===== src/rtl/axis_stim_src.sv =====
// AXI4-Stream stimulus master: emits one packet of NUM_OF_SAMPLES beats per
// START pulse (ramp, 16-bit Galois LFSR or impulse), TLAST on the final beat,
// optional idle gaps between beats, DONE pulse and packet counter.
//
// Ports
//   M_AXIS_ACLK     clock
//   M_AXIS_ARESETN  synchronous active-low reset
//   START           packet request, sampled only while idle
//   MODE            00 ramp, 01 LFSR, 10 impulse, 11 ramp
//   SEED            pattern seed / impulse amplitude
//   BUSY            high from packet launch through the DONE cycle
//   DONE            one-cycle pulse after the last beat is accepted
//   PKT_COUNT       completed packets (wraps)
//   M_AXIS_TREADY   sink ready
//   M_AXIS_TDATA    sample
//   M_AXIS_TLAST    final beat marker
//   M_AXIS_TVALID   beat valid
module axis_stim_src #(
    parameter int unsigned DATA_WIDTH     = 16,
    parameter int unsigned NUM_OF_SAMPLES = 500,
    parameter int unsigned GAP_CYCLES     = 0
) (
    input  logic                  M_AXIS_ACLK,
    input  logic                  M_AXIS_ARESETN,
    input  logic                  START,
    input  logic [1:0]            MODE,
    input  logic [DATA_WIDTH-1:0] SEED,
    output logic                  BUSY,
    output logic                  DONE,
    output logic [15:0]           PKT_COUNT,
    input  logic                  M_AXIS_TREADY,
    output logic [DATA_WIDTH-1:0] M_AXIS_TDATA,
    output logic                  M_AXIS_TLAST,
    output logic                  M_AXIS_TVALID
);

    localparam int unsigned BEAT_W    = (NUM_OF_SAMPLES > 1) ? $clog2(NUM_OF_SAMPLES) : 1;
    localparam int unsigned LAST_BEAT = NUM_OF_SAMPLES - 1;
    localparam int unsigned GAP_W     = (GAP_CYCLES > 1) ? $clog2(GAP_CYCLES) : 1;
    localparam int unsigned GAP_LAST  = (GAP_CYCLES > 0) ? GAP_CYCLES - 1 : 0;
    localparam logic [15:0] LFSR_MASK = 16'hB400;

    typedef enum logic [1:0] {
        S_IDLE,
        S_SEND,
        S_GAP,
        S_FIN
    } state_t;

    state_t                  state_q;
    logic [1:0]              mode_q;
    logic [15:0]             lfsr_q;
    logic [BEAT_W-1:0]       beat_q;
    logic [GAP_W-1:0]        gap_q;
    logic [DATA_WIDTH-1:0]   tdata_q;
    logic                    tvalid_q;
    logic                    tlast_q;
    logic                    busy_q;
    logic                    done_q;
    logic [15:0]             pkt_q;

    logic [15:0]             seed16_c;
    logic [15:0]             lfsr_seed_c;
    logic [15:0]             lfsr_next_c;
    logic [DATA_WIDTH-1:0]   first_data_c;
    logic [DATA_WIDTH-1:0]   next_data_c;
    logic                    accept_c;
    logic                    last_beat_c;
    logic                    next_is_last_c;

    // Pattern generation: beat-0 value from the live inputs, successor values
    // from the latched mode and current beat.
    always_comb begin
        seed16_c       = 16'(SEED);
        // An all-zero LFSR state would lock up, so zero seeds start at 1.
        lfsr_seed_c    = (seed16_c == 16'h0000) ? 16'h0001 : seed16_c;
        lfsr_next_c    = {1'b0, lfsr_q[15:1]} ^ (lfsr_q[0] ? LFSR_MASK : 16'h0000);
        first_data_c   = SEED;
        next_data_c    = tdata_q + DATA_WIDTH'(1);
        accept_c       = tvalid_q & M_AXIS_TREADY;
        last_beat_c    = (beat_q == BEAT_W'(LAST_BEAT));
        next_is_last_c = ((beat_q + BEAT_W'(1)) == BEAT_W'(LAST_BEAT));

        if (MODE == 2'b01) begin
            first_data_c = DATA_WIDTH'(lfsr_seed_c);
        end

        case (mode_q)
            2'b01:   next_data_c = DATA_WIDTH'(lfsr_next_c);
            2'b10:   next_data_c = '0;
            default: next_data_c = tdata_q + DATA_WIDTH'(1);
        endcase
    end

    // Packet sequencer with registered stream and status outputs.
    always_ff @(posedge M_AXIS_ACLK) begin
        if (!M_AXIS_ARESETN) begin
            state_q  <= S_IDLE;
            mode_q   <= 2'b00;
            lfsr_q   <= 16'h0000;
            beat_q   <= '0;
            gap_q    <= '0;
            tdata_q  <= '0;
            tvalid_q <= 1'b0;
            tlast_q  <= 1'b0;
            busy_q   <= 1'b0;
            done_q   <= 1'b0;
            pkt_q    <= 16'h0000;
        end else begin
            done_q <= 1'b0;
            case (state_q)
                S_IDLE: begin
                    if (START) begin
                        state_q  <= S_SEND;
                        mode_q   <= MODE;
                        lfsr_q   <= lfsr_seed_c;
                        tdata_q  <= first_data_c;
                        beat_q   <= '0;
                        gap_q    <= '0;
                        tvalid_q <= 1'b1;
                        tlast_q  <= (LAST_BEAT == 0);
                        busy_q   <= 1'b1;
                    end
                end
                S_SEND: begin
                    if (accept_c) begin
                        if (last_beat_c) begin
                            state_q  <= S_FIN;
                            tvalid_q <= 1'b0;
                            tlast_q  <= 1'b0;
                            // Count and DONE become visible together in the FIN cycle.
                            done_q   <= 1'b1;
                            pkt_q    <= pkt_q + 16'd1;
                        end else begin
                            beat_q  <= beat_q + BEAT_W'(1);
                            lfsr_q  <= lfsr_next_c;
                            tdata_q <= next_data_c;
                            tlast_q <= next_is_last_c;
                            if (GAP_CYCLES != 0) begin
                                state_q  <= S_GAP;
                                tvalid_q <= 1'b0;
                                gap_q    <= '0;
                            end
                        end
                    end
                end
                S_GAP: begin
                    if (gap_q == GAP_W'(GAP_LAST)) begin
                        state_q  <= S_SEND;
                        tvalid_q <= 1'b1;
                    end else begin
                        gap_q <= gap_q + GAP_W'(1);
                    end
                end
                S_FIN: begin
                    state_q <= S_IDLE;
                    busy_q  <= 1'b0;
                end
                default: begin
                    state_q <= S_IDLE;
                end
            endcase
        end
    end

    assign BUSY          = busy_q;
    assign DONE          = done_q;
    assign PKT_COUNT     = pkt_q;
    assign M_AXIS_TDATA  = tdata_q;
    assign M_AXIS_TLAST  = tlast_q;
    assign M_AXIS_TVALID = tvalid_q;

endmodule


===== config.mk =====
export PLATFORM = sky130hd
export DESIGN_NAME = axis_stim_src
export DESIGN_NICKNAME = d
export VERILOG_FILES = /design/src/rtl/axis_stim_src.sv
export SDC_FILE = /design/constraint.sdc
export NUM_CORES = 1
export LEC_CHECK = 0
export CORE_ASPECT_RATIO = 0.8
export CORE_UTILIZATION = 40
export DETAILED_ROUTE_END_ITERATION = 8
export PLACE_DENSITY = 0.65
export SLEW_MARGIN = 30
export SYNTH_ARGS = -nofsm -noshare
export SYNTH_HDL_FRONTEND = slang
export SYNTH_SLANG_ARGS = --single-unit

===== constraint.sdc =====
create_clock -name M_AXIS_ACLK -period 6.35 [get_ports M_AXIS_ACLK]
set_clock_uncertainty 0.15 [all_clocks]
set_input_delay 1.27 -clock M_AXIS_ACLK [delete_from_list [all_inputs] [get_ports M_AXIS_ACLK]]
set_output_delay 1.27 -clock M_AXIS_ACLK [all_outputs]
set_load 0.03 [all_outputs]

# After elaboration in Yosys (flattened, before gate mapping)

Cells that the tools add are included.

$add $sub $neg: 4
Equal/unequal tests: 13
Mux-type cells: 34
Bitwise operators: 2
Reduce and logical (&&, ||, !) cells: 15

Operators by type and width:

| cell                                                             | count |
|---|---|
| 16-bit 2-to-1 mux                                                | 9 |
| 16-bit case mux with 2 select lines                              | 3 |
| 16-bit by 1-bit adder with 16-bit output (second input constant) | 2 |
| 9-bit 2-to-1 mux                                                 | 3 |
| 9-bit == test (second input constant)                            | 2 |
| 9-bit case mux with 2 select lines                               | 1 |
| 16-bit zero test                                                 | 1 |
| 15-bit by 16-bit XOR with 16-bit output                          | 1 |
| 2-bit != test (second input constant)                            | 5 |
| 9-bit by 1-bit adder with 9-bit output (second input constant)   | 1 |
| 1-bit 2-to-1 mux                                                 | 9 |
| 3-bit AND reduction                                              | 3 |
| 2-bit 2-to-1 mux                                                 | 4 |
| 2-bit case mux with 4 select lines                               | 1 |
| 4-bit AND reduction                                              | 2 |
| 2-bit by 1-bit == test with 1-bit output (second input constant) | 3 |
| 2-bit == test (second input constant)                            | 3 |
| 1-bit case mux with 2 select lines                               | 3 |
| 2-bit AND reduction                                              | 3 |
| 2-bit nonzero test                                               | 3 |
| 5-bit AND reduction                                              | 1 |
| 1-bit case mux with 3 select lines                               | 1 |
| 3-bit nonzero test                                               | 1 |
| 2-bit zero test                                                  | 1 |
| other kinds (2)                                                  | 2 |

Register bits: 66
Input port bits: 22
Output and inout bits: 36
Logic and storage cells: 79

# Logic depth before layout (Yosys ltp)

Gate-level depths: netlist of run 1.

Word-level depth: 6
Mapped depth: 8
Mapped depth without buffers: 7

# Least setup slack after synthesis of run 1

Ideal clock, no wire load.

Kind: input to register
Start: in START
End: reg lfsr_q[5]
Setup time: 0.091 ns
Arrival time: 2.265 ns
Required time: 6.109 ns
Setup slack: 3.844 ns
Stages: 6
Path buffers: 2
Path through: nor3b_2 -> or2_1 -> buf_4 -> buf_6 -> nor2_1 -> a311oi_1

Word-level cells in the longest chain between the ends: 2

RTL lines:

| what                                 | RTL line | source |
|---|---|---|
| start: declaration                   | 25       | `input logic START,` |
| 2-bit != test (no source line)       | --       |  |
| 4-bit AND reduction (no source line) | --       |  |
| end signal: assignment               | 116      | `lfsr_q <= lfsr_seed_c;` |
| end signal: assignment               | 136      | `lfsr_q <= lfsr_next_c;` |
| end: declaration                     | 52       | `logic [15:0] lfsr_q;` |

Every way passes these cells.
A chain may end at the register's enable or synchronous reset.

# Worst setup path after layout of run 1

Start: in START
End: reg tdata_q[11], in the netlist M_AXIS_TDATA[11]

Word-level cells in the longest chain between the ends: 2

RTL lines:

| what                                 | RTL line | source |
|---|---|---|
| 2-bit != test (no source line)       | --       |  |
| 4-bit AND reduction (no source line) | --       |  |
| end signal: assignment               | 117      | `tdata_q <= first_data_c;` |
| end signal: assignment               | 137      | `tdata_q <= next_data_c;` |
| end: declaration                     | 55       | `logic [DATA_WIDTH-1:0] tdata_q;` |

Every way passes these cells.

==> metrics, run 1 <==
CTS Buffer Depth=2; Register-to-Register Setup Slack=3.73 ns; first-pass GRT wire length=15900 microns; Async SR Flop Fraction=0; Die ar.=9390 sq um; Min-Delay Endpoint=lfsr_q[13]; Post-CTS Setup Bufs=0; Seq. cell area=1300 sq um; count leader, synth=dfxtp_1; antenna violations before repair=0; Worst Setup Slack, final=between 3 and 4 ns; worst-skew pair later-pin latency=0.35 ns; non-filler cells, final=615; total global-route track usage=0.219; GRT met2 Usage=0.312; DP HPWL=6690 microns; Antenna Cells=0; multi-input logic area=between 2000 and 2500 sq um; DP Worst Slack=between 2 and 3 ns; Iter 0 DRT Violations=331; CTS resizes=0; critical path class=in -> reg; reg2reg start=state_q[0]; largest net degree at the start of global routing=37; grt total ovfl=0; Vias/cell=5.70; Slew Limit Headroom=0.399; Synth cell types=60; CTS tree=done; Die Ht=approximately 87 microns; fin. max-slew vios=0; Area growth syn-to-layout=23.2%; hold slack=0.316 ns; Top Usage Layer GRT=met1; Filler cells=803; hold_sp=lfsr_q[13]; Cell Rows=30; CP Launch Type=input port; power per cell area=236 nW/um^2; Yosys top cell area share=0.361; reg-to-reg endpoint=M_AXIS_TDATA[6]; Seq/Total Area, Yosys=0.361; hold_buf cts=0; number of global-route vias before repair=3087; Commonest cells post-synth=65 x dfxtp_1, 63 x nand2_1, 53 x nor2_1; Synth Register Bits=65; max-cap check violation count=0; critical path capture point type=register; worst r2r path cells=5; final period utilization=0.505; unrepaired setup endpoints after global routing=false; clock sinks=65; die width=108 microns; io pins=58; met3 usage=0.0583; leak pwr=1.50 nW; root buffer cell=clkbuf_8; Synth area leader=dfxtp_1; core area=roughly 8600 sq um; crit path time final=3.21 ns; share of layout cells above drive strength 1=0.0696; Num CTS Buffers=9; setup TNS=0 ns; Slew @ Worst Pin=0.897 ns; NumNets Final=about 530; Mapped Cells=458; critical path data arrival time=3.31 ns; Fmax=between 0.3 and 0.4 GHz; Yosys warnings=0; GR Layer Usage met1=0.326; WL/cell=15.8 microns; Hold Vio Cnt, Final=0; Post-synth EDFFs=0; Reg clk slew, reported paths=0.08 ns; Max VDD drop=about 0.11 mV; Mapped Nets=486; Initial Utilization=0.419; Syn Std Cell Area=3600 sq um; routability congestion estimate=0.850; Via Count=3508; HP Class=reg -> reg; Pre-antenna DRT Iters=5; Antenna Nets Post-Route=0; H-tree levels=3; final setup violation count=0; CP Max Fanout=36; hold-critical path depth=2; Critical Path RT=6.45 ns; Top FF cell, synth=dfxtp_1; status=finished clean; Mapped Avg Cell Area=7.87 sq um; Placed Cells incl. Taps=599; top cells by area, synth=dfxtp_1 36%, nand2_1 6.6%, nor2_1 5.5%; # port buffers=57; Residual DRC=0; Routed WL=9740 microns
-- state kept, by name, indices dropped and copies added (netlist names), 2 cells and up --
signal and cells:
PKT_COUNT 16, beat_q 9, lfsr_q 16, M_AXIS_TDATA 16
state_q 2, mode_q 2
-- layout make-up --
type                            count  share of cell area
Tap cell                          112              0.0316
Clock inverter                      6              0.0257
Inverter                            9             0.00761
Sequential cell                    65               0.293
Multi-Input combinational cell    352               0.476
Timing Repair Buffer               61               0.135
Clock buffer                       10              0.0310
-- layer usage --
layer,part of all wire,routed length (microns)
met1,0.49,4780
met2,0.44,4280
met5,0,0
met3,0.062,607
met4,0.0070,68
-- kinds of logic (layout without fill, tap and decap cells) --
kind of cell	after synthesis	after routing	share of synthesized area
muxes	1	1	0.00278
buffers and inverters	41	86	0.0538
AOI/OAI and AO/OA	114	114	0.218
and+or+nand+nor	212	212	0.297
DFF	65	65	0.361
xor gates and xnor gates	19	19	0.0462
adders and majority gates	6	6	0.0208
-- worst max-delay path by stage --
stage                      from                to  slack (ns)  cells after the start
final                     START  M_AXIS_TDATA[11]        3.14                      5
after global routing      START  M_AXIS_TDATA[11]        2.97                      5
after floorplan           START         lfsr_q[5]        3.84                      6
after detailed placement  START  M_AXIS_TDATA[11]        2.78                      5
after CTS                 START  M_AXIS_TDATA[11]        3.16                      5
after global placement    START  M_AXIS_TDATA[11]        2.45                      5
-- cells in the final DEF (no fill, tap or decap), types with 7 or more instances in the layout --
master,synthesis,layout
a21oi_1,30,30
a311oi_1,13,13
a31oi_1,9,9
clkbuf_8,0,10
clkdlybuf4s50_1,0,57
dfxtp_1,65,65
inv_1,9,8
nand2_1,63,63
nand3_1,26,26
nand4_1,7,7
nor2_1,53,53
nor3_1,11,11
nor4_1,13,13
o21ai_0,19,19
or3_1,8,8
xnor2_1,14,14
-- stage by stage --
stage	total power [mW]	util	instance area [sq um]
2_1_floorplan	0.556	-	3600
3_3_place_gp	0.608	0.487	4180
3_5_place_dp	0.610	0.487	4180
4_1_cts	1.06	0.516	4440
5_1_grt	1.09	0.516	4440
6_report	1.05	0.516	4440
-- where the power goes --
| group | leakage, nW | internal, mW | switching, mW |
|---|---|---|---|
| logic | 0.846 | 0.0614 | 0.0916 |
| registers | 0.530 | 0.427 | 0.0219 |
| clock network | 0.119 | 0.273 | 0.174 |
-- worst max-delay path, stage by stage --
cell,delay (ns)
clkdlybuf4s50_1,0.49
nor3b_2,0.47
or2_2,0.66
a21boi_0,0.19
o21a_1,0.21
Power figures use the tool's default switching activity.
==> inputs of run 2 (changes only) <==
--- a/config.mk
+++ b/config.mk
@@ -8,7 +8,7 @@
 export CORE_ASPECT_RATIO = 0.8
 export CORE_UTILIZATION = 40
 export DETAILED_ROUTE_END_ITERATION = 8
-export PLACE_DENSITY = 0.65
+export PLACE_DENSITY = 0.67
 export SLEW_MARGIN = 30
 export SYNTH_ARGS = -nofsm -noshare
 export SYNTH_HDL_FRONTEND = slang
==> constraint.sdc (replaced) <==
create_clock -name M_AXIS_ACLK -period 2.6 [get_ports M_AXIS_ACLK]
set_clock_uncertainty 0.15 [all_clocks]
set_input_delay 0.52 -clock M_AXIS_ACLK [delete_from_list [all_inputs] [get_ports M_AXIS_ACLK]]
set_output_delay 0.52 -clock M_AXIS_ACLK [all_outputs]
set_load 0.03 [all_outputs]
==> metrics, run 2 (same netlist as run 1, synthesis figures left out) <==
status=finished clean; setup TNS=0 ns (unchanged); die width=108 microns (unchanged); critical path data arrival time=2.36 ns (-0.95 ns); number of global-route vias before repair=3293 (+6.7%); Slew Limit Headroom=0.602 (+0.203); final setup violation count=0 (unchanged); non-filler cells, final=637 (+3.6%); Residual DRC=0 (unchanged); DP Worst Slack=-0.201 ns (-2.98 ns); hold slack=0.321 ns (+0.00438 ns); Via Count=3675 (+4.8%); Antenna Cells=0 (unchanged); antenna violations before repair=0 (unchanged); root buffer cell=clkbuf_8; routability congestion estimate=0.842 (-0.96%); Max VDD drop=0.279 mV (+150%); io pins=58 (unchanged); Placed Cells incl. Taps=621 (+3.7%); commonest non-fill, non-tap cell in the layout=dfxtp_1; Post-Layout Inst Area=4610 sq um (+3.8%); NumNets Final=548 (+4.2%); Routed WL=9970 microns (+2.3%); CP Max Fanout=11 (-69%); worst r2r path cells=7 (+2); cell area after placement=4360 sq um (+4.2%); total global-route track usage=0.223 (+0.00438); worst-skew pair later-pin latency=0.35 ns (about the same); CP Launch Type=register; Iter 0 DRT Violations=217 (-34%); # port buffers=57 (unchanged); end of the critical path=PKT_COUNT[8]; share of layout cells above drive strength 1=0.103 (+0.0333); max incr delay on CP=0.46 ns (-0.20 ns); max-cap check violation count=0 (unchanged); largest net degree at the start of global routing=37 (unchanged); WL met1=4920 microns (+3.0%); HP Class=reg -> reg; most frequent cells in the layout=65 x dfxtp_1, 63 x nand2_1, 57 x clkdlybuf4s50_1; DP HPWL=7100 microns (+6.1%); Num CTS Buffers=9 (unchanged); Fmax=0.439 GHz; first-pass GRT wire length=16500 microns (+3.2%); Register-to-Register Setup Slack=0.32 ns (-3.41 ns); fin. max-slew vios=0 (unchanged); Initial Utilization=0.419 (unchanged); hold_buf cts=0 (unchanged); Slew @ Worst Pin=0.596 ns (-0.301 ns); Critical Path RT=2.68 ns (-3.77 ns); Antenna Nets Post-Route=0 (unchanged); slowest cell on the critical path=nor4_1; clock sinks=65 (unchanged); cells along the critical path=ha_1 > and4_1 > buf_4 > nand3_1 > nor4_1 > xnor2_1 > nor2_1; Die Ht=86.9 microns (unchanged); Area growth syn-to-layout=27.8%; leak pwr=1.62 nW (+8.3%); Max Used Layer=met4; power per cell area=545 nW/um^2 (+130%); reg2reg start=beat_q[0]; critical path capture point type=register; Hold Vio Cnt, Final=0 (unchanged); final period utilization=0.877; CTS Buffer Depth=2 (unchanged); grt total ovfl=0 (unchanged); Worst Setup Slack, final=0.320 ns (-2.82 ns); reg-to-reg endpoint=PKT_COUNT[8]; Vias/cell=5.77 (+1.1%); CTS tree=done; met2 wire length=4260 microns (-0.63%); critical path class=reg -> reg; WL/cell=15.6 microns (-1.2%); Reg clk slew, reported paths=0.07 ns (about the same); Die ar.=9390 sq um (unchanged); Filler cells=802 (-0.12%); DR WL met3=672 microns (+11%); core area=8600 sq um (unchanged); Post-CTS Setup Bufs=0 (unchanged); CP startpoint=beat_q[0]; H-tree levels=3 (unchanged); CTS resizes=0 (unchanged); Cell Rows=30 (unchanged); Pre-antenna DRT Iters=4 (-1); crit path time final=2.28 ns; unrepaired setup endpoints after global routing=false
-- run 2: cell types whose count changed in the layout (fill, tap and decap cells not counted), sizes merged --
cell and delta:
bufinv -1, clkinv +2, inv -1, buf +22, clkinvlp -2, clkbuf +2
-- run 2: worst max-delay path, delay by kind of cell (launching register included) --
kind / cells / cell delay, ns
AND/OR/NAND/NOR: 4 / 1.16
flip-flops: 1 / 0.34
adder cells (fa/ha/maj): 1 / 0.18
XOR/XNOR: 1 / 0.17
buffers and inverters: 1 / 0.15
-- run 2: power breakdown --
group	total, mW	switching [mW]	internal, mW	leakage (nW)
clock network	1.02	0.402	0.619	0.123
logic	0.394	0.229	0.165	0.967
registers	1.10	0.0524	1.04	0.530
-- run 2: cell type report --
class / count / area, sq um / share of cell area
multi-input cells: 352 / 2110 / 0.459
flip-flops and latches: 65 / 1300 / 0.283
repair buffers: 83 / 778 / 0.169
clock buffers: 12 / 165 / 0.0359
well taps: 112 / 140 / 0.0304
clock inverters: 4 / 73.8 / 0.0160
inverters: 9 / 33.8 / 0.00733
-- run 2: per-layer routing --
metal  GRT usage  up-vias
li1            -     1789
met1       0.336     1749
met2       0.317      125
met3      0.0464       12
met4      0.0660        0
met5           0        -
-- run 2: how the worst min path moves through the flow --
stage,slack (ns),from,cells past startpoint,end
after floorplan,0.29,lfsr_q[10],2,lfsr_q[10]
after global placement,0.30,lfsr_q[13],2,lfsr_q[13]
after detailed placement,0.31,lfsr_q[13],2,lfsr_q[13]
after CTS,0.32,lfsr_q[13],2,lfsr_q[13]
after global routing,0.35,M_AXIS_TLAST,2,M_AXIS_TLAST
final,0.32,lfsr_q[12],2,lfsr_q[12]
-- run 2: stage by stage --
stage	total power, mW	utilization
2_1_floorplan	1.36	-
4_1_cts	2.52	0.535
3_5_place_dp	1.51	0.507
3_3_place_gp	1.50	0.507
5_1_grt	2.61	0.536
6_report	2.51	0.536
==> inputs of run 3 (changes only) <==
--- a/config.mk
+++ b/config.mk
@@ -6,9 +6,10 @@
 export NUM_CORES = 1
 export LEC_CHECK = 0
 export CORE_ASPECT_RATIO = 0.8
+export CORE_MARGIN = 2
 export CORE_UTILIZATION = 40
 export DETAILED_ROUTE_END_ITERATION = 8
-export PLACE_DENSITY = 0.67
+export PLACE_DENSITY = 0.65
 export SLEW_MARGIN = 30
 export SYNTH_ARGS = -nofsm -noshare
 export SYNTH_HDL_FRONTEND = slang
==> constraint.sdc (replaced) <==
create_clock -name M_AXIS_ACLK -period 2.3 [get_ports M_AXIS_ACLK]
set_clock_uncertainty 0.15 [all_clocks]
set_input_delay 0.46 -clock M_AXIS_ACLK [delete_from_list [all_inputs] [get_ports M_AXIS_ACLK]]
set_output_delay 0.46 -clock M_AXIS_ACLK [all_outputs]
set_load 0.03 [all_outputs]
==> metrics, run 3 (same netlist as run 1, synthesis figures left out) <==
HP Class=reg -> reg; core area=8630 sq um (+0.44%); number of global-route vias before repair=3319 (+0.79%); Vias/cell=5.74 (-0.49%); Critical Path RT=1.69 ns (-0.99 ns); share of layout cells above drive strength 1=0.121 (+0.0184); Via Count=3720 (+1.2%); CP Launch Type=register; critical path capture point type=output port; most frequent cells in the layout=65 x dfxtp_1, 63 x nand2_1, 57 x clkdlybuf4s50_1; clock sinks=65 (unchanged); commonest non-fill, non-tap cell in the layout=dfxtp_1; Max VDD drop=0.425 mV (+52%); DP HPWL=7350 microns (+3.5%); slowest cell on the critical path=clkdlybuf4s50_1; combinational share of power=0.150 (-0.007); CP Max Fanout=9 (-2); Slew Limit Headroom=0.682 (+0.0799); Area growth syn-to-layout=31.8%; setup TNS=0 ns (unchanged); Die ar.=9790 sq um (+4.2%); Iter 0 DRT Violations=264 (+22%); final period utilization=0.948; status=finished clean; Hold Vio Cnt, Final=0 (unchanged); max-cap check violation count=0 (unchanged); cells along the critical path=clkdlybuf4s50_1; Pre-antenna DRT Iters=4 (unchanged); CTS resizes=0 (unchanged); critical path class=reg -> out; critical path data arrival time=1.57 ns (-0.79 ns); first-pass GRT wire length=16300 microns (-0.84%); # port buffers=57 (unchanged); Clk network pwr share=0.450 (+0.043); Residual DRC=0 (unchanged); Num CTS Buffers=9 (unchanged); Power, Total=3.11 mW (+24%); Slew @ Worst Pin=0.477 ns (-0.119 ns); power per cell area=655 nW/um^2 (+20%); Initial Utilization=0.417 (-0.00182); final setup violation count=0 (unchanged); Antenna Cells=0 (unchanged); Core Util, Final=0.550 (+0.0143); WL met1=5150 microns (+4.6%); total global-route track usage=0.213 (-0.0105); Die Ht=88.9 microns (+2.3%); grt total ovfl=0 (unchanged); Reg clk slew, reported paths=0.06 ns (about the same); unrepaired setup endpoints after global routing=false; CTS Buffer Depth=2 (unchanged); hold_buf cts=0 (unchanged); Post-CTS Setup Bufs=0 (unchanged); Fmax=0.459 GHz; met2 wire length=4280 microns (+0.42%); largest net degree at the start of global routing=37 (unchanged); WL/cell=15.8 microns (+0.97%); sw frac=0.275 (+0.00298); antenna violations before repair=0 (unchanged); io pins=58 (unchanged); Filler cells=833 (+3.9%); Antenna Nets Post-Route=0 (unchanged); DR WL met3=687 microns (+2.2%); worst-skew pair later-pin latency=0.34 ns (about the same); Flop pwr share=0.399 (-0.038); NumNets Final=559 (+2.0%); H-tree levels=3 (unchanged); NetSw=0.856 mW (+25%); Routed WL=10200 microns (+2.7%); P_int=2.26 mW (+23%); CTS tree=done; leak pwr=1.69 nW (+4.2%); CP Buf/Inv Count=1 (unchanged); crit path time final=between 2 and 2.5 ns; die width=110 microns (+1.8%); max incr delay on CP=0.74 ns (+0.28 ns); Max Used Layer=met4; routability congestion estimate=0.926 (+10%); Cell Rows=30 (unchanged); fin. max-slew vios=0 (unchanged); root buffer cell=clkbuf_16; Top delay family on crit path=buffers and inverters; Register-to-Register Setup Slack=0.25 ns (-0.07 ns)
-- run 3: cell count changes in the layout (fill, tap and decap cells not counted) --
cell        previous run  this run
buf_4                 25        36
clkbuf_8              12         1
clkbuf_16              0         9
clkinvlp_4             0         3
bufinv_16              2         1
clkinv_4               1         0
inv_6                  0         1
nor2_2                 0         1
nor2_4                 1         0
-- run 3: layer usage --
layer	vias up	global-route usage
met5	-	0
li1	1815	-
met2	119	0.304
met1	1772	0.319
met4	0	0.0625
met3	14	0.0481
-- run 3: stage by stage --
step / cell area [sq um] / hold slack (ns) / worst slack, ns / instances
final: 4750 / 0.322 / 0.120 / 648
after global routing: 4750 / 0.350 / 0.0635 / 648
after CTS: 4750 / 0.330 / 0.118 / 648
after detailed placement: 4440 / 0.323 / 0.0192 / 632
after global placement: 4440 / 0.310 / 0.0160 / 632
after floorplan: 3600 / 0.292 / 0.267 / 458
-- run 3: path summary, 6_finish.rpt --
path         cells after the start             from              end
max                              1  M_AXIS_TDATA[7]  M_AXIS_TDATA[7]
min                              2     M_AXIS_TLAST     M_AXIS_TLAST
max reg2reg                      8        beat_q[0]  M_AXIS_TDATA[4]
min reg2reg                      2     M_AXIS_TLAST     M_AXIS_TLAST
-- run 3: power by group through the flow --
stage               combinational, mW  sequential (mW)  clock [mW]
detailed placement              0.461             1.26           0
global route                    0.504             1.25        1.47
CTS                             0.466             1.24        1.43
floorplan                       0.242             1.29           0
global placement                0.456             1.26           0
finish                          0.468             1.24        1.40
-- run 3: final cells by class --
cell class                 count  area (sq um)  share of cell area
clock buffer                  10           239              0.0503
clock inverter                 6          66.3              0.0140
inverter                       9          33.8             0.00711
multi-input combinational    352          2110               0.444
sequential                    65          1300               0.274
tap                          112           140              0.0295
timing repair buffer          94           861               0.181
==> patch 1: new RTL, config.mk and constraints of run 3 <==
Make the reset (`M_AXIS_ARESETN`) asynchronous in one clocked block. Comments in the files are not updated.
--- a/src/rtl/axis_stim_src.sv
+++ b/src/rtl/axis_stim_src.sv
@@ -93,7 +93,7 @@
     end
 
     // Packet sequencer with registered stream and status outputs.
-    always_ff @(posedge M_AXIS_ACLK) begin
+    always_ff @(posedge M_AXIS_ACLK or negedge M_AXIS_ARESETN) begin
         if (!M_AXIS_ARESETN) begin
             state_q  <= S_IDLE;
             mode_q   <= 2'b00;
Function: differs if M_AXIS_ARESETN is asserted again (counterexample within 4 cycles, from zero or initial values and one cycle with M_AXIS_ARESETN low); with M_AXIS_ARESETN held inactive, the same outputs for 10 cycles.
==> patch 1 against run 3 <==
  * Final area grew 2.5%
  * Critical path type is now reg -> reg
  * Sequential cell count did not move
  * Wire length decreased by 4.8%
  * Synthesized area down 0.80%
  * Critical endpoint is now PKT_COUNT[1]$_DFFE_PN0P_
  * Setup slack got worse by 67 ps
  * Via count shrank 11%
Power is not compared: it rests on default switching activity, and its combinational part moved more than twofold at a synthesized area within 25%.
==> patch 1: results (changes against run 3) <==
* Worst Hold Class: reg -> reg
* Wirelength, routed at 9.74 mm (-4.8%)
* Synth cell count leaders: dfrtp_1, nand2_1, nor2_1
* Share of cells above drive strength 1 at 16.1% (+3.9 points)
* Vias at 3320 (-11%)
* Maximum vdd drop at 0.398 mV
* Synth top area cells: dfrtp_1, nand2_1, xnor2_1, nor2_1, a21oi_1
* Top fanout value on the critical path at 4 (-5)
* Initial antenna violation count at 0 (unchanged)
* Synth Net Count at 420 (-14%)
* CTS H-tree lvls at 3 (unchanged)
* IO Port Bufs at 57 (unchanged)
* Status: finished, final reports clean
* WP data arrival at 2340 ps (+770 ps)
* 1st-iter DRT viols at 175 (-34%)
* Fill cell count at 798 (-4.2%)
* Lkg Pwr at 2.15 nW
* Layout Nets at 515 (-7.9%)
* CTS Buffer Depth at 2 (unchanged)
* Clock Pin Slew Worst Setup and Hold Paths at 80 ps (+20 ps)
* Internal at 2.61 mW
* Worst-skew pair later-pin latency at 350 ps
* Slew HR at 44.7% (-24 points)
* Ys async rst share at 100% (+100 points)
* Dpl hpwl at 6.95 mm (-5.4%)
* Sequential-to-total area share from yosys stat at 45.5% (+9.4 points)
* Root Buffer: clkbuf_8
* Unique masters post-synth at 45 (-25%)
* Num CTS Buffers at 9 (unchanged)
* Remaining DRCs at 0 (unchanged)
* Synth warn at 0 (unchanged)
* N_diodes at 0 (unchanged)
* Largest net degree at the start of global routing at 29 (-22%)
* Drt pass-1 iters at 5 (+1)
* Global-route usage over all layers at 21.3% (about the same)
* Congestion Overflow GR at 0 (unchanged)
* Vias in the first global route at 3222 (-2.9%)
* Placer Congestion at 0.857 (-7.4%)
* First-pass GRT wire length at 15.8 mm (-3.3%)
-- patch 1: path summary, 6_finish.rpt --
| kind | start | end | slack, ps | depth (start not counted) |
|---|---|---|---|---|
| worst min register to register | PKT_COUNT[15]$_DFFE_PN0P_ | PKT_COUNT[15]$_DFFE_PN0P_ | 320 | 1 |
| worst min-delay path | PKT_COUNT[15]$_DFFE_PN0P_ | PKT_COUNT[15]$_DFFE_PN0P_ | 320 | 1 |
| max in group asynchronous | M_AXIS_ARESETN | beat_q[3]$_DFFE_PN0P_ | 950 | 3 |
| worst max register to register | beat_q[1]$_DFFE_PN0P_ | PKT_COUNT[1]$_DFFE_PN0P_ | 50 | 7 |
| min in group asynchronous | M_AXIS_ARESETN | M_AXIS_TDATA[3]$_DFFE_PN0P_ | 490 | 2 |
| worst max-delay path | beat_q[1]$_DFFE_PN0P_ | PKT_COUNT[1]$_DFFE_PN0P_ | 50 | 7 |
-- patch 1: cell type report --
class | instances | area share, %
well taps | 112 | 2.88
multi-input cells | 298 | 38.1
flip-flops and latches | 65 | 33.4
repair buffers | 107 | 20.2
clock buffers | 10 | 2.62
clock inverters | 6 | 2.36
inverters | 6 | 0.462
-- patch 1: power by group through the flow --
stage	Combinational (mW)	Sequential [mW]	Clock, mW
after floorplan	0.522	1.70	0
after global placement	1.07	1.60	0
after detailed placement	1.10	1.62	0
after CTS	1.11	1.60	1.24
after global routing	1.24	1.63	1.30
final	1.13	1.60	1.22
-- patch 1: per-layer routing --
layer  GRT usage (%)  wire (µm)
met1            30.6       4840
met2            31.9       4270
met3            4.93        551
met4            7.02         75
met5               0          0
-- patch 1: cells by family after synthesis --
| kind of cell | after synthesis | synth area share [%] |
|---|---|---|
| and+or+nand+nor | 163 | 22.7 |
| xor gates and xnor gates | 32 | 7.84 |
| muxes | 4 | 1.23 |
| AOI/OAI and AO/OA | 93 | 17.3 |
| DFF | 65 | 45.5 |
| buffers and inverters | 29 | 3.36 |
| adders and majority gates | 6 | 2.10 |
-- patch 1: what timing repair did --
item,CTS,global route
setup endpoints to repair,12,8
buffers inserted,1,2
hold buffers,1,0
pin swaps,1,5
hold endpoints to repair,22,0
gates resized for setup,1,5
-- patch 1: per-stage QoR --
stage	area, µm²	setup slack [ps]	util (%)	std cells	setup TNS (ps)
2_1_floorplan	3570	48.8	-	392	0
3_3_place_gp	4570	-215	53.1	584	-308
3_5_place_dp	4570	-291	53.2	584	-708
4_1_cts	4840	28.9	56.3	602	0
5_1_grt	4870	-8.89	56.7	604	-19.5
6_report	4870	53.4	56.7	604	0
-- patch 1: critical path, stage by stage (launching register included) --
cell and delay, ps:
dfrtp_1 370, ha_2 200, nand2_2 70, or4_4 540, buf_6 150, buf_4 130
nor2_1 190, mux2_2 360
==> patch 2: new RTL, flow settings as in run 3 <==
Without the edit above. The parameter `DATA_WIDTH` goes from 16 to 14.
--- a/src/rtl/axis_stim_src.sv
+++ b/src/rtl/axis_stim_src.sv
@@ -16,7 +16,7 @@
 //   M_AXIS_TLAST    final beat marker
 //   M_AXIS_TVALID   beat valid
 module axis_stim_src #(
-    parameter int unsigned DATA_WIDTH     = 16,
+    parameter int unsigned DATA_WIDTH     = 14,
     parameter int unsigned NUM_OF_SAMPLES = 500,
     parameter int unsigned GAP_CYCLES     = 0
 ) (
Interface: changed (resized M_AXIS_TDATA and SEED); port bits go from 58 to 54. The function was not compared with the original's and may differ.
==> patch 2 against run 3 <==
  * Sequential power decreased by 3%
  * Hold slack hardly changed
  * Highest routed layer unchanged
  * Final area decreased by 5.6%
  * Synthesized area decreased by 2.0%
  * Wire length down 8.8%
  * Setup slack better by 2.4 ps
  * Total power is 12% lower
  * Synthesized cell count is 6.6% lower
  * Sequential cell count is 2 lower
  * Clock power is 22% lower
  * Global-route usage fell by 0.57 points
  * Final cell count shrank 6.5%
==> patch 2: results (changes against run 3) <==
* Actual slew at the worst max-slew pin at 518 ps (+42.0 ps)
* Unique masters post-synth at 62 (+3.3%)
* CP delay by family, top: simple AND/OR/NAND/NOR gates
* Maximum vdd drop at 0.300 mV (-30%)
* CP Class: reg -> reg
* Syn avg cell area at 8.25 µm² (+4.9%)
* Worst Setup EP: M_AXIS_TDATA[12]$_SDFFE_PN0P_
* Setup slack, reg-to-reg at 120 ps (-130 ps)
* First-pass GRT wire length at 15.4 mm (-5.8%)
* Dpl hpwl at 6.86 mm (-6.6%)
* Lkg Pwr at 1.75 nW (+3.9%)
* IO Port Bufs at 53 (-7.0%)
* Routed vias/inst at 5.62 (-2.2%)
* Wirelength, routed at 9.34 mm (-8.8%)
* Slowest stage delay, CP at 350 ps (-390 ps)
* Synth cell count leaders: dfxtp_1, nand2_1, nand3_1
* Hold wc startpoint: lfsr_q[15]$_SDFFE_PN0P_
* Final hold slack at 321 ps (-0.465 ps)
* Drt pass-1 iters at 5 (+1)
* Root Buffer: clkbuf_8
* Status: finished, final reports clean
* Largest net degree at the start of global routing at 27 (-27%)
* 1st-iter DRT viols at 277 (+4.9%)
* Hold EP: lfsr_q[15]$_SDFFE_PN0P_
* N_diodes at 0 (unchanged)
* Sequential-to-total area share from yosys stat at 35.7% (-0.40 points)
* Synth top area cells: dfxtp_1, nand2_1, nand3_1, and2_1, xnor2_1
* R2R depth at 6 (-2)
* Layout Nets at 515 (-7.9%)
-- patch 2: layout make-up --
| class | count | area (µm²) |
|---|---|---|
| multi-input combinational | 329 | 2100 |
| tap | 112 | 140 |
| clock inverter | 5 | 81.3 |
| timing repair buffer | 78 | 731 |
| fill | 837 | 4040 |
| sequential | 63 | 1260 |
| inverter | 8 | 30.0 |
| clock buffer | 11 | 141 |
-- patch 2: logic make-up (layout without fill, tap and decap cells) --
logic type / count (synthesis) / after routing / synth area share, %
AND/OR/NAND/NOR: 195 / 195 / 30.5
adder cells (fa/ha/maj): 6 / 6 / 2.13
AO/OA/AOI/OAI: 105 / 105 / 20.9
flip-flops: 63 / 63 / 35.7
multiplexers: 2 / 2 / 0.567
buffers and inverters: 36 / 102 / 5.03
XOR/XNOR: 21 / 21 / 5.21
-- patch 2: tightest hold or removal path: cells and delay by family (launching register included) --
kind	cells	cell delay (ps)
AO/OA/AOI/OAI	1	60
flip-flops	1	310
AND/OR/NAND/NOR	1	50
-- patch 2: layer usage --
| layer | vias up | track usage [%] | wire (µm) |
|---|---|---|---|
| li1 | 1666 | - | - |
| met1 | 1584 | 31.9 | 4700 |
| met2 | 144 | 28.3 | 3720 |
| met3 | 9 | 4.84 | 839 |
| met4 | 0 | 5.94 | 78 |
| met5 | - | 0 | 0 |
-- patch 2: where the power goes --
part,internal [mW],switching [mW]
clock network,0.640,0.452
logic,0.193,0.237
registers,1.14,0.0598
total,1.97,0.749
-- patch 2: repair_timing --
action	4_1_cts	5_1_grt
hold endpoints to repair	0	0
resized for setup	0	2
setup endpoints to repair	0	4
hold buffers	0	0
-- patch 2: through the flow --
step / setup WS, ps / instance area [µm²]
after floorplan: 236 / 3530
after global placement: -79.3 / 4260
after detailed placement: -89.2 / 4260
after CTS: 122 / 4480
after global routing: 51.4 / 4480
final: 123 / 4480
